`src/rtl/hazard_forward_unit_if.sv`:
```
// ID-stage side of the hazard unit: instruction fields in, stall/forward selects out.
// master = ID stage driving the operands, slave = hazard_forward_unit.
interface hazard_forward_unit_if #(
    parameter int AW    = 5,
    parameter int DEPTH = 3,
    parameter int CNTW  = 16
);
    localparam int SELW = $clog2(DEPTH + 1);

    logic            id_valid;
    logic [AW-1:0]   id_rs;
    logic [AW-1:0]   id_rt;
    logic            id_rt_used;
    logic [AW-1:0]   id_rd;
    logic            id_we;
    logic            id_is_load;
    logic            flush;
    logic            stall;
    logic [SELW-1:0] fwd_sel_a;
    logic [SELW-1:0] fwd_sel_b;
    logic [CNTW-1:0] stall_cnt;

    modport master (
        output id_valid, id_rs, id_rt, id_rt_used, id_rd, id_we, id_is_load, flush,
        input  stall, fwd_sel_a, fwd_sel_b, stall_cnt
    );

    modport slave (
        input  id_valid, id_rs, id_rt, id_rt_used, id_rd, id_we, id_is_load, flush,
        output stall, fwd_sel_a, fwd_sel_b, stall_cnt
    );
endinterface

```
`src/rtl/hazard_forward_unit.sv`:
```
// Data-hazard unit beside ID: shift scoreboard of in-flight producers, operand
// forwarding selects for rs/rt, load-use stall request and a saturating stall counter.
module hazard_forward_unit #(
    parameter int AW         = 5,
    parameter int DEPTH      = 3,
    parameter int LOAD_STAGE = 2,
    parameter int CNTW       = 16
) (
    input  logic                  clk,
    input  logic                  reset,
    hazard_forward_unit_if.slave  hz
);
    localparam int SELW = $clog2(DEPTH + 1);

    // Index 0 is E1 (youngest producer), index DEPTH-1 the oldest tracked.
    logic [DEPTH-1:0] ent_v;
    logic [DEPTH-1:0] ent_we;
    logic [DEPTH-1:0] ent_ld;
    logic [AW-1:0]    ent_rd [DEPTH];
    logic [CNTW-1:0]  cnt_q;

    logic [SELW-1:0]  hit_a;
    logic [SELW-1:0]  hit_b;
    logic             luse_a;
    logic             luse_b;
    logic             stall_int;
    logic             bubble;

    // Scan oldest to youngest so the youngest matching producer overrides.
    always_comb begin
        hit_a  = '0;
        hit_b  = '0;
        luse_a = 1'b0;
        luse_b = 1'b0;
        for (int k = DEPTH - 1; k >= 0; k--) begin
            if (ent_v[k] && ent_we[k] && (ent_rd[k] == hz.id_rs) && (hz.id_rs != '0)) begin
                hit_a  = SELW'(k + 1);
                luse_a = ent_ld[k] && ((k + 1) < LOAD_STAGE);
            end
            if (ent_v[k] && ent_we[k] && (ent_rd[k] == hz.id_rt) && (hz.id_rt != '0)) begin
                hit_b  = SELW'(k + 1);
                luse_b = ent_ld[k] && ((k + 1) < LOAD_STAGE);
            end
        end
    end

    // Flush overrides any load-use request: the squashed instruction needs no operands.
    always_comb begin
        stall_int = hz.id_valid && !hz.flush && (luse_a || (hz.id_rt_used && luse_b));
        bubble    = stall_int || hz.flush || !hz.id_valid;
    end

    assign hz.stall     = stall_int;
    assign hz.fwd_sel_a = stall_int ? '0 : hit_a;
    assign hz.fwd_sel_b = (stall_int || !hz.id_rt_used) ? '0 : hit_b;
    assign hz.stall_cnt = cnt_q;

    always_ff @(posedge clk) begin
        if (reset) begin
            ent_v  <= '0;
            ent_we <= '0;
            ent_ld <= '0;
            for (int k = 0; k < DEPTH; k++) begin
                ent_rd[k] <= '0;
            end
            cnt_q  <= '0;
        end else begin
            for (int k = 1; k < DEPTH; k++) begin
                ent_v[k]  <= ent_v[k-1];
                ent_we[k] <= ent_we[k-1];
                ent_ld[k] <= ent_ld[k-1];
                ent_rd[k] <= ent_rd[k-1];
            end
            if (bubble) begin
                ent_v[0]  <= 1'b0;
                ent_we[0] <= 1'b0;
                ent_ld[0] <= 1'b0;
                ent_rd[0] <= '0;
            end else begin
                // Writes to r0 are dropped at entry so they can never be forwarded.
                ent_v[0]  <= 1'b1;
                ent_we[0] <= hz.id_we && (hz.id_rd != '0);
                ent_ld[0] <= hz.id_is_load;
                ent_rd[0] <= hz.id_rd;
            end
            if (stall_int && (cnt_q != '1)) begin
                cnt_q <= cnt_q + 1'b1;
            end
        end
    end
endmodule

```
`src/flat_wrapper.sv`:
```
// flat-port wrapper written by rule: the top's interface ports become plain ports
module hazard_forward_unit_flat 
#(
    parameter int AW         = 5,
    parameter int DEPTH      = 3,
    parameter int LOAD_STAGE = 2,
    parameter int CNTW       = 16
)
  (clk, reset, hz_id_valid, hz_id_rs, hz_id_rt, hz_id_rt_used, hz_id_rd, hz_id_we, hz_id_is_load, hz_flush, hz_stall, hz_fwd_sel_a, hz_fwd_sel_b, hz_stall_cnt);
  hazard_forward_unit_if #(.AW(AW), .DEPTH(DEPTH), .CNTW(CNTW)) hz_i ();
  input  logic clk;
  input  logic reset;
  input wire logic [$bits(hz_i.id_valid)-1:0] hz_id_valid;
  input wire logic [$bits(hz_i.id_rs)-1:0] hz_id_rs;
  input wire logic [$bits(hz_i.id_rt)-1:0] hz_id_rt;
  input wire logic [$bits(hz_i.id_rt_used)-1:0] hz_id_rt_used;
  input wire logic [$bits(hz_i.id_rd)-1:0] hz_id_rd;
  input wire logic [$bits(hz_i.id_we)-1:0] hz_id_we;
  input wire logic [$bits(hz_i.id_is_load)-1:0] hz_id_is_load;
  input wire logic [$bits(hz_i.flush)-1:0] hz_flush;
  output wire logic [$bits(hz_i.stall)-1:0] hz_stall;
  output wire logic [$bits(hz_i.fwd_sel_a)-1:0] hz_fwd_sel_a;
  output wire logic [$bits(hz_i.fwd_sel_b)-1:0] hz_fwd_sel_b;
  output wire logic [$bits(hz_i.stall_cnt)-1:0] hz_stall_cnt;
  assign hz_i.id_valid = hz_id_valid;
  assign hz_i.id_rs = hz_id_rs;
  assign hz_i.id_rt = hz_id_rt;
  assign hz_i.id_rt_used = hz_id_rt_used;
  assign hz_i.id_rd = hz_id_rd;
  assign hz_i.id_we = hz_id_we;
  assign hz_i.id_is_load = hz_id_is_load;
  assign hz_i.flush = hz_flush;
  assign hz_stall = hz_i.stall;
  assign hz_fwd_sel_a = hz_i.fwd_sel_a;
  assign hz_fwd_sel_b = hz_i.fwd_sel_b;
  assign hz_stall_cnt = hz_i.stall_cnt;
  hazard_forward_unit #(.AW(AW), .DEPTH(DEPTH), .LOAD_STAGE(LOAD_STAGE), .CNTW(CNTW)) u_core (.clk(clk), .reset(reset), .hz(hz_i));
endmodule
```
`config.mk`:
```
export PLATFORM = sky130hd
export DESIGN_NAME = hazard_forward_unit_flat
export DESIGN_NICKNAME = d
export VERILOG_FILES = /design/src/rtl/hazard_forward_unit_if.sv /design/src/rtl/hazard_forward_unit.sv /design/src/flat_wrapper.sv
export SDC_FILE = /design/constraint.sdc
export NUM_CORES = 1
export LEC_CHECK = 0
export CAP_MARGIN = 20
export CORE_UTILIZATION = 46
export CTS_BUF_LIST = sky130_fd_sc_hd__clkbuf_8
export DETAILED_ROUTE_END_ITERATION = 7
export GPL_TIMING_DRIVEN = 0
export PLACE_DENSITY = 0.8
export SLEW_MARGIN = 5
export SYNTH_ARGS = -nofsm -noshare
export SYNTH_HDL_FRONTEND = slang
export SYNTH_SLANG_ARGS = --single-unit
```
`constraint.sdc`:
```
create_clock -name clk -period 7.14 [get_ports clk]
set_clock_uncertainty 0.05 [all_clocks]
set_input_delay 1.428 -clock clk [delete_from_list [all_inputs] [get_ports clk]]
set_output_delay 1.428 -clock clk [all_outputs]
set_load 0.05 [all_outputs]
```
## After elaboration in Yosys (flattened, before gate mapping)

Memory sizes are Yosys's and may differ from the RTL's.
Index checks and enable logic that the tools add are counted.

- Equality and inequality tests: 7
- Bitwise operators: 4
- Multiplexer cells: 23
- $add $sub $neg: 1
- Reduce and logical (&&, ||, !) cells: 31

Operators by type and width:

| operator | count |
|---|---|
| == test 5 bit | 6 |
| logical AND 1 bit | 20 |
| 2-to-1 mux 5 bit | 4 |
| adder 16 x 1 -> 16 bit (second input constant) | 1 |
| 2-to-1 mux 2 bit | 8 |
| inequality test 16 bit (second input constant) | 1 |
| nonzero test 5 bit | 3 |
| 2-to-1 mux 1 bit | 11 |
| logical OR 1 bit | 4 |
| bitwise OR 1 bit | 4 |
| logical NOT 1 bit | 3 |
| OR reduction 2 bit | 1 |

- RAM bits: 15
- Word-level logic and storage cells: 72
- Memories: 1
- Bits in registers: 23
- Input port bits: 22
- Output and inout bits: 21

Memory list:

| memory | depth | bits a word | rd ports | clocked after Yosys merged registers in | write ports | line | RTL |
|---|---|---|---|---|---|---|---|
| u_core.ent_rd | 3 | 5 | 3 | 0 | 3 | hazard_forward_unit.sv:19 | `logic [AW-1:0] ent_rd [DEPTH];` |

## Depth between registers and ports, before layout

Gate-level depths: netlist of run 1.

- Word-level depth: 14
- Mapped depth: 8
- Depth with buffers taken out: 7

## Worst setup path before layout of run 1

Ideal clock, no wire load.

- Path kind: input -> output
- Start point: input port hz_id_rt[1]
- End point: output port hz_fwd_sel_b[1]
- Slack: 1.774 ns
- Cell stages on the path: 7
- Required time: 5.662 ns
- Buffers on the path: 1
- Arrival time: 3.888 ns
- Path through: or4_1 o211a_1 and3_4 o21ai_4 buf_6 nand2_1 nor3b_1

- Longest elaborated chain between the ends: 9
- Elaborated cells on any way between the ends: 19
- Classes of those cells: eq/ne: 3; mux: 5; reduce/logical: 11

RTL lines:

| item | line | RTL |
|---|---|---|
| start: declaration | flat_wrapper.sv:15 | `input wire logic [$bits(hz_i.id_rt)-1:0] hz_id_rt;` |
| == test 5 bit | hazard_forward_unit.sv:40 | `if (ent_v[k] && ent_we[k] && (ent_rd[k] == hz.id_rt) && (hz.id_rt != '0)) begin` |
| logical AND 1 bit (2 in series) | hazard_forward_unit.sv:40 |  |
| 2-to-1 mux 1 bit | hazard_forward_unit.sv:40 |  |
| logical AND 1 bit | hazard_forward_unit.sv:49 | `stall_int = hz.id_valid && !hz.flush && (luse_a \|\| (hz.id_rt_used && luse_b));` |
| logical OR 1 bit | hazard_forward_unit.sv:49 |  |
| logical AND 1 bit | hazard_forward_unit.sv:49 |  |
| logical OR 1 bit | hazard_forward_unit.sv:55 | `assign hz.fwd_sel_b = (stall_int \|\| !hz.id_rt_used) ? '0 : hit_b;` |
| 2-to-1 mux 2 bit * | hazard_forward_unit.sv:55 |  |
| end: declaration | flat_wrapper.sv:23 | `output wire logic [$bits(hz_i.fwd_sel_b)-1:0] hz_fwd_sel_b;` |

Every way passes the cells marked *; elsewhere a longest branch is shown, timed or not.

## Worst setup path after layout of run 1

- Start point: input port hz_id_rs[2]
- End point: output port hz_fwd_sel_b[1]

- Longest elaborated chain between the ends: 8
- Elaborated cells on any way between the ends: 9
- Classes of those cells: eq/ne: 1; mux: 2; reduce/logical: 6

RTL lines:

| item | line | RTL |
|---|---|---|
| start: declaration | flat_wrapper.sv:14 | `input wire logic [$bits(hz_i.id_rs)-1:0] hz_id_rs;` |
| == test 5 bit | hazard_forward_unit.sv:36 | `if (ent_v[k] && ent_we[k] && (ent_rd[k] == hz.id_rs) && (hz.id_rs != '0)) begin` |
| logical AND 1 bit | hazard_forward_unit.sv:36 |  |
| logical AND 1 bit * | hazard_forward_unit.sv:36 |  |
| 2-to-1 mux 1 bit * | hazard_forward_unit.sv:36 |  |
| logical OR 1 bit * | hazard_forward_unit.sv:49 |  |
| logical AND 1 bit * | hazard_forward_unit.sv:49 |  |
| logical OR 1 bit * | hazard_forward_unit.sv:55 |  |
| 2-to-1 mux 2 bit * | hazard_forward_unit.sv:55 |  |

Marked as above.

==> reports/results.tsv, run 1 <==
metric	value	unit
ys_seq_area_share	42.6	%
cts_setup_buffers	0	
fin_crit_sh	83.5	%
synthArstFlopShare	0	%
yosys.cell_types.count	46	
grt.busiest_layer	met2	
htree_levels	2	
clkPwrFrac	38.8	%
fin_crit	5.97	ns
clkTransAtPathRegs	0.08	ns
p_comb_share	10.0	%
use_met2	34.8	%
final_cell_mix	clkdlybuf4s50_1 (40), dfxtp_1 (23), xnor2_1 (21), nor2_1 (20), nor2b_1 (16)	
internal_power	359	uW
nNetsFinal	306	
cts-root-buf	clkbuf_8	
tightest_slew	0.512	ns
antenna_cells	0	
crit_path_cell_trace	clkdlybuf4s50_1 > or4_1 > nor2_1 > nor4_4 > o21ai_4 > buf_6 > nand2_1 > nor3b_1 > clkdlybuf4s50_1	
synth.avg_cell_area	9.63	um^2
instances_no_fill	336	
synth_edf_count	15	
fp.coreArea	4410	um^2
tns	0	ns
rsz0062_at_grt	false	
min-delay-path-class	flip-flop to flip-flop	
cts_buffers	5	
slowest_stage	clkdlybuf4s50_1	
cts_resized	0	
netlist_instances	222	
vias	1800	
ant_nets	0	
max_freq	168	MHz
switchingPower	106	uW
cp_common_cell	clkdlybuf4s50_1	
ioPinCount	43	
slew_headroom	65.9	%
viasPerCell	5.36	
drv_cap	0	
wl_per_cell	13.6	um
worst_setup_path_end_kind	output port	
drt-initial-drc-count	126	
maxSlewViolCount	0	
die-height	70.2	um
gp_congestion	0.896	
grt.overflow.total	0	
cp_slowest_stage_delay	0.84	ns
totalWireLength	4580	um
syn-cell-area	2140	um^2
cts_sinks	38	
die_area	4930	um^2
ys_warn_count	0	
cts_hold_buf	0	
setup_violations	0	
leakage	0.957	nW
worstSetupStartpointType	primary input	
hold_viol_final	0	
grt_pass1_vias	1703	
grtUsageTotal	20.0	%
antenna_found_initial	0	
worstSetupPathType	primary input to output port	
cellPowerDensity	168	nW/um^2
synth-seq-cells	38	
worst-path-max-fanout	10	
rows	24	
status	complete, no violations	
dpl.hpwl	3570	um
p_seq_share	51.2	%
layout_commonest_cell	clkdlybuf4s50_1	
grt_pass1_wl	7710	um
grt_max_degree	13	
required	5.66	ns
crit_arrival	4.49	ns
initial_core_util	48.4	%
synth-main-ff-cell	dfxtp_1	
ir_drop	194	uV
first_pass_iters	6	
area_delta_synth_final	29.4	%
port_buffers	40	
post-route-drc-count	0	
clk_latency	0.29	ns
grt_use_met3	3.46	%
drive_above_1_share	7.39	%
die_w	70.2	um
swShare	22.8	%
use_met1	24.8	%
cts_buffer_depth	2	
final_core_util	62.7	%
dpl.cell_count	328	
tritoncts	done	
## path summary, 6_finish.rpt
kind / from / depth (start not counted) / end / slack [ns]
max reg2reg: u_core.ent_rd[0][2] / 6 / u_core.hz.stall_cnt[3] / 4.83
max: hz_id_rs[2] / 9 / hz_fwd_sel_b[1] / 1.17
min: u_core.ent_v[0] / 1 / u_core.ent_v[1] / 0.42
min reg2reg: u_core.ent_v[0] / 1 / u_core.ent_v[1] / 0.42
## sequential cells by signal, summed over array words and instances, names as in the netlist
name                 count
u_core.hz.stall_cnt     16
u_core.ent_v             3
u_core.ent_rd           15
u_core.ent_we            3
u_core.ent_ld            1
## final cells by class
cell class	count	area, um^2
buffer	7	35.0
clock buffer	5	68.8
clock inverter	3	41.3
fill	384	1650
inverter	4	15.0
multi-input combinational	187	1230
sequential	38	911
tap	52	65.1
timing repair buffer	40	400
## metrics by stage
stage / total power [mW] / hold slack [ns] / setup slack [ns] / cell area [um^2]
after global placement: 0.288 / 0.403 / 1.22 / 2660
after global routing: 0.484 / 0.449 / 1.01 / 2770
after detailed placement: 0.290 / 0.414 / 1.20 / 2660
after CTS: 0.468 / 0.423 / 1.19 / 2770
final: 0.465 / 0.420 / 1.17 / 2770
after floorplan: 0.269 / 0.388 / 1.77 / 2190
## cells by family after synthesis
family / share of synthesized area (%)
compound gates: 10.2
xor+xnor: 12.7
fa+ha+maj: 0.585
buf+inv: 2.34
flops: 42.6
mux: 2.05
other cells: 0.175
simple gates: 29.3
## Yosys cell counts (all sizes together), types with 2 or more instances
cell     number  area share [%]
a21oi        13             3.4
a31o          2            0.82
and2          9             2.7
and3          3             1.2
and4          4             1.6
buf           2            0.76
clkbuf        5            0.88
dfxtp        23              22
edfxtp       15              21
inv           4            0.70
mux2          3             1.6
nand2        12             2.1
nand2b        4             1.2
nand3         7             1.6
nand4         8             2.3
nor2         20             3.5
nor2b        16             4.7
nor3          4            0.94
nor4          3             2.3
o2111ai       3             1.2
o21ai         5             1.7
o31ai         3             1.1
or3           4             1.2
or4           8             2.8
xnor2        21             8.6
xor2         10             4.1
## power by group through the flow
stage	logic [mW]	clock network, mW	registers [mW]
after floorplan	0.0272	0	0.241
after global placement	0.0454	0	0.243
after detailed placement	0.0462	0	0.243
after CTS	0.0465	0.184	0.238
after global routing	0.0509	0.194	0.239
final	0.0466	0.181	0.238
## worst max-delay path: cells and delay by family
| kind | cells | cell delay (ns) |
|---|---|---|
| AO/OA/AOI/OAI | 1 | 0.22 |
| buffers and inverters | 3 | 1.53 |
| AND/OR/NAND/NOR | 5 | 1.30 |
## routing by layer
layer	routed length (um)	share of wire, %	vias up
li1	-	-	913
met2	2200	48	35
met3	154	3.4	7
met4	79	1.7	0
met5	0	0	-
met1	2150	47	845
No activity file was read; power rests on OpenSTA's default activity.
==> run 2, diff against run 1 <==
- clock period: 7.14 -> 5.7 ns (I/O delays scaled with it)
==> results of run 2 <==
The final DEF is identical to that of run 1. Status: complete, no violations.
Among the figures that moved: setup slack after placement 1.20 ns -> 0.334 ns; setup slack after layout 1.17 ns -> 0.311 ns; register-to-register setup slack 4.83 ns -> 3.39 ns; total power 0.465 mW -> 0.583 mW; worst IR drop on VDD 194 uV -> 243 uV
==> run 3, diff against run 2 <==
- SLEW_MARGIN: 5 -> 20
==> results of run 3 <==
The final DEF is identical to that of run 1. Status: complete, no violations.
Among the figures that moved: setup slack after placement 1.20 ns -> 0.334 ns; setup slack after layout 1.17 ns -> 0.311 ns; register-to-register setup slack 4.83 ns -> 3.39 ns; total power 0.465 mW -> 0.583 mW; worst IR drop on VDD 194 uV -> 243 uV
